==> src/rtl/sprite_anim_display.sv <==
// sprite_anim_display: pipelined sprite renderer with colour-key transparency, mirroring and frame-tick animation
module sprite_anim_display #(
    parameter int SPR_W = 32,
    parameter int SPR_H = 32,
    parameter int NUM_FRAMES = 4,
    parameter int TICKS_PER_FRAME = 8,
    parameter int ADDR_W = 12,
    parameter int COLOR_W = 12,
    parameter logic [COLOR_W-1:0] KEY_COLOR = 12'hF0F,
    localparam int FW = NUM_FRAMES > 1 ? $clog2(NUM_FRAMES) : 1
) (
    input  logic               clk,
    input  logic               rst_n,
    input  logic [10:0]        x,
    input  logic [9:0]         y,
    input  logic [10:0]        sprite_x,
    input  logic [9:0]         sprite_y,
    input  logic               frame_tick,
    input  logic               anim_en,
    input  logic               anim_oneshot,
    input  logic               restart,
    input  logic               flip_h,
    input  logic               flip_v,
    output logic [ADDR_W-1:0]  rom_addr,
    input  logic [COLOR_W-1:0] rom_data,
    output logic [COLOR_W-1:0] rgb_out,
    output logic               pixel_on,
    output logic [FW-1:0]      frame_idx,
    output logic               anim_done
);
    localparam int CW = $clog2(SPR_W);
    localparam int RW = $clog2(SPR_H);
    localparam int TW = TICKS_PER_FRAME > 1 ? $clog2(TICKS_PER_FRAME) : 1;
    localparam logic [FW-1:0] LAST = FW'(NUM_FRAMES - 1);
    localparam logic [TW-1:0] TLAST = TW'(TICKS_PER_FRAME - 1);

    typedef enum logic [1:0] {IDLE, PLAY, DONE} state_t;

    state_t state, state_nx;
    logic [TW-1:0] tick, tick_nx;
    logic [FW-1:0] frame_nx;
    logic done_nx, play_tick, adv, last, stop;
    logic [11:0] dx;
    logic [10:0] dy;
    logic hit, hit_d1, hit_d2;
    logic [CW-1:0] col;
    logic [RW-1:0] row;
    logic [FW+RW+CW-1:0] addr_full;

    // A borrow makes the 12/11-bit difference huge, so one unsigned compare rejects it
    assign dx = {1'b0, x} - {1'b0, sprite_x};
    assign dy = {1'b0, y} - {1'b0, sprite_y};
    assign hit = dx < 12'(SPR_W) && dy < 11'(SPR_H);
    assign col = flip_h ? ~dx[CW-1:0] : dx[CW-1:0];
    assign row = flip_v ? ~dy[RW-1:0] : dy[RW-1:0];
    assign addr_full = {frame_idx, row, col};

    always_ff @(posedge clk or negedge rst_n) begin
        if (!rst_n) begin
            rom_addr <= '0;
            hit_d1 <= 1'b0;
            hit_d2 <= 1'b0;
        end else begin
            rom_addr <= ADDR_W'(addr_full);
            hit_d1 <= hit;
            hit_d2 <= hit_d1;
        end
    end

    assign pixel_on = hit_d2 && rom_data != KEY_COLOR;
    assign rgb_out = pixel_on ? rom_data : '0;

    assign play_tick = state == PLAY && anim_en && frame_tick;
    assign adv = play_tick && tick == TLAST;
    assign last = frame_idx == LAST;
    assign stop = adv && last && anim_oneshot;

    always_ff @(posedge clk or negedge rst_n) begin
        if (!rst_n) begin
            state <= IDLE;
            frame_idx <= '0;
            tick <= '0;
            anim_done <= 1'b0;
        end else begin
            state <= state_nx;
            frame_idx <= frame_nx;
            tick <= tick_nx;
            anim_done <= done_nx;
        end
    end

    always_comb begin
        state_nx = (restart || state == IDLE) ? (anim_en ? PLAY : IDLE) :
                   state == PLAY ? (!anim_en ? IDLE : stop ? DONE : PLAY) : DONE;
    end

    always_comb begin
        tick_nx = restart ? '0 : play_tick ? (tick == TLAST ? '0 : tick + TW'(1)) : tick;
        frame_nx = restart ? '0 : (adv && !last) ? frame_idx + FW'(1) :
                   (adv && !anim_oneshot) ? '0 : frame_idx;
        done_nx = !restart && (anim_done || stop);
    end
endmodule

==> config.mk <==
export PLATFORM = sky130hd
export DESIGN_NAME = sprite_anim_display
export DESIGN_NICKNAME = d
export VERILOG_FILES = /design/src/rtl/sprite_anim_display.sv
export SDC_FILE = /design/constraint.sdc
export NUM_CORES = 1
export LEC_CHECK = 0
export ABC_AREA = 1
export CAP_MARGIN = 20
export CORE_ASPECT_RATIO = 1.1
export CORE_UTILIZATION = 44
export DETAILED_ROUTE_END_ITERATION = 10
export PLACE_DENSITY_LB_ADDON = 0.2
export RECOVER_POWER = 25
export SLEW_MARGIN = 20
export SYNTH_ARGS = -nofsm -noshare
export SYNTH_HDL_FRONTEND = slang
export SYNTH_SLANG_ARGS = --single-unit
==> constraint.sdc <==
create_clock -name clk -period 1.8 [get_ports clk]
set_input_delay 0.27 -clock clk [delete_from_list [all_inputs] [get_ports clk]]
set_output_delay 0.27 -clock clk [all_outputs]
set_load 0.01 [all_outputs]
==> summary.md <==
| Metric | Value |
|---|---|
| Die footprint | 5160 um2 |
| DP Cell Count | 507 |
| Async S/R FF share, synth | 1.00 |
| Core area | 4650 um2 |
| Clk sinks | 22 |
| H-tree depth | 1 |
| #FFs+latches synth | 22 |
| Fraction of the yosys area taken by sequential cells | 0.256 |
| Combinational family with the most area after synthesis | simple AND/OR/NAND/NOR gates |
| Cts hold-fix bufs | 0 |
| Worst-path fanout max | 2 |
| Final hold slack | 0.372 ns |
| Final wirelength | 6860 um |
| Crit path kind | in2reg |
| Buffers on Ports | 89 |
| Area share of the largest cell type after synthesis | 0.256 |
| Worst-Skew Late Latency | 0.27 ns |
| CTS tree | yes |
| Top-Level Pins | 90 |
| Worst slew pin tran | 1.17 ns |
| Die height | 75.3 um |
| Via count | 2598 |
| Mux cell area share after synthesis | 0 |
| Pre-CTS setup slack | -0.491 ns |
| Starting Density | 0.462 |
| Most frequent cell after synthesis | nand2_1 |
| Number of global-route vias before repair | 2337 |
| Avg Cell Area, Syn | 6.63 um2 |
| Top_reg_cell synth | dfrtp_1 |
| Max_cap viols | 0 |
| Post-synthesis cell area | 2150 um2 |
| CP delay by family, top | buffers and inverters |
| Root Buffer | clkbuf_8 |
| First-pass GRT wire length | 9500 um |
| Synthesis-to-layout area growth | 75.5% |
| ANT cells | 0 |
| Largest net degree at the start of global routing | 23 |
| Tcrit/Tclk final | 1.03 |
| Failing checks | setup timing |
| Vias per cell | 5.00 |
| Distinct cell type count of the synthesized netlist | 28 |
| Share of cells above drive strength 1 | 0.274 |
| Crit path buf inv count | 3 |
| Grt ovf | 0 |
| Max IR drop VDD | 346 uV |
| WL/cell | 13.2 um |
| Leakage | 2.05 nW |
| FP Rows | 26 |
| RSZ-0062 raised after global routing | true |
| Xor/xnor share of the synthesized area | 0.0693 |
| Slowest stage delay, CP | 0.49 ns |
| Fin util | 0.810 |
| Max Clk Rate | 0.541 GHz |
| Cell Chain, Critical Path | clkdlybuf4s50_1 > inv_1 > fa_2 > o21ai_2 > buf_4 > nand2_1 > nand2_1 > xor2_1 > nand4_1 > nor2_1 |
| Antenna viol nets, final | 0 |
| Pwr per Cell Area | 508 nW/um2 |
| Max clock buf depth | 2 |
| Synth Area in Simple Gates | 0.298 |
| Antenna violations before repair | 0 |
| Post-route DRC | 0 |
| Post-synth top cells | nand2_1 (83), inv_1 (76), nor2_1 (32) |
| Ys Warns | 0 |
| Total iterations of the first detailed-routing run | 4 |
| HPWL after detailed placement | 4520 um |
| Slowest CP cell | clkdlybuf4s50_1 |
| Total GRT Usage | 0.242 |
| CP Capture Type | flip-flop |
| Final hold vios | 0 |
| Slew Limit Fails | 0 |
| Synthesized instance count | 324 |
| Synth top area cells | dfrtp_1 (26%), nand2_1 (15%), ha_1 (14%), inv_1 (13%), nor2_1 (5.6%) |
| Crit start category | input pin |
| Die X-Extent | 68.6 um |
| Cts bufs inserted | 3 |
| Outcome | finished, violations left |
| Final WS setup | -0.0471 ns |
| Tmin final | 1.85 ns |
| Worst rel slew slack | 0.223 |
| Post-synth EDFFs | 0 |
| Clock transition at path regs | 0.07 ns |
| Setup Skew | 0.000803 ns |
| Setup TNS | -0.0471 ns |
| Final setup fails | 1 |
| Syn Nets | 412 |
| Initial drt markers | 115 |
| Compound-Gate Fraction of Synth Area | 0.0787 |
| Worst EP required | 2.00 ns |
| Final std cells w/o fill | 520 |
| Crit path DAT | 2.05 ns |
| GP Congestion | 0.859 |
| Hold WC Path Type | reg2reg |
| Final net count | 553 |
| Cell taking the most area after synthesis | dfrtp_1 |
| CP dominant cell by count | nand2_1 |
| Post-Synth Adder-Cell Area | 0.159 |
## sequential cells by signal, indices dropped and copies added (netlist names)
name       cells
frame_idx      2
tick           3
anim_done      1
rom_addr      12
hit_d2         1
hit_d1         1
state          2
## final cells by class
type / instances / area (um2)
fillers: 311 / 885
inverters: 76 / 285
clock buffers: 4 / 55.1
well taps: 56 / 70.1
multi-input cells: 223 / 1580
repair buffers: 139 / 1220
flip-flops and latches: 22 / 551
## report_power, final
part	switching, mW	internal, mW
Combinational	0.457	0.538
Clock	0.158	0.195
Sequential	0.0171	0.547
## placed cells by master, fill, tap and decap left out, types with 4 or more instances in the layout
cell             netlist  routed
a21oi_1               14       9
a21oi_2                1       6
buf_2                  1      13
buf_4                  0      47
clkbuf_8               0       4
clkdlybuf4s50_1        0      53
dfrtp_1               22      22
dlygate4sd2_1          0      16
dlymetal6s2s_1         0       6
ha_1                  24      11
ha_4                   0      11
inv_1                 76      64
inv_2                  0      12
nand2_1               83      71
nand2_2                1      12
nand3_1               22      17
nand3_2                1       5
nand4_1                4       4
nor2_1                32      30
o21ai_0                4       4
xnor2_1               10      10
xor2_1                 7       7
## cell families after synthesis
group	after synthesis
AOI/OAI and AO/OA	28
adders and majority gates	26
and+or+nand+nor	152
DFF	22
xor gates and xnor gates	17
buffers and inverters	79
## final timing paths
| kind | start | end | slack [ns] | cells past startpoint |
|---|---|---|---|---|
| hold reg to reg | hit_d1$_DFF_PN0_ | hit_d2$_DFF_PN0_ | 0.37 | 0 |
| setup reg to reg | tick[0]$_DFFE_PN0P_ | state[0]$_DFF_PN0_ | 0.27 | 7 |
| min in group asynchronous | rst_n | state[1]$_DFF_PN0_ | 0.75 | 2 |
| setup / recovery | y[1] | hit_d1$_DFF_PN0_ | -0.05 | 10 |
| hold / removal | hit_d1$_DFF_PN0_ | hit_d2$_DFF_PN0_ | 0.37 | 0 |
| max in group asynchronous | rst_n | rom_addr[9]$_DFF_PN0_ | 0.36 | 2 |
## per-stage QoR
step | instance area, um2 | power, mW
2_1_floorplan | 2150 | 0.975
3_5_place_dp | 3420 | 1.42
6_report | 3770 | 1.91
5_1_grt | 3770 | 2.04
3_3_place_gp | 3420 | 1.40
4_1_cts | 3550 | 1.81
## worst register-to-register path: stages, from the launching register on
cell and delay, ns:
dfrtp_1 0.42, ha_1 0.22, ha_1 0.17, inv_1 0.05
nor2_1 0.21, nand2_1 0.12, a21oi_1 0.18, nor2_1 0.06
## metal layers
metal  up-vias  wire length [um]  global-route usage
met5         -                 0                   0
met4         0               308              0.0926
met3        25               514              0.0424
met2       112              3680               0.476
met1      1183              2360               0.246
li1       1278                 -                   -
## timing repair
action	in CTS	in global routing
pin swaps	18	17
setup buffers	6	2
gates resized for setup	93	43
endpoints found under the setup margin	14	15
gates cloned	1	0
Power figures use the tool's default switching activity.
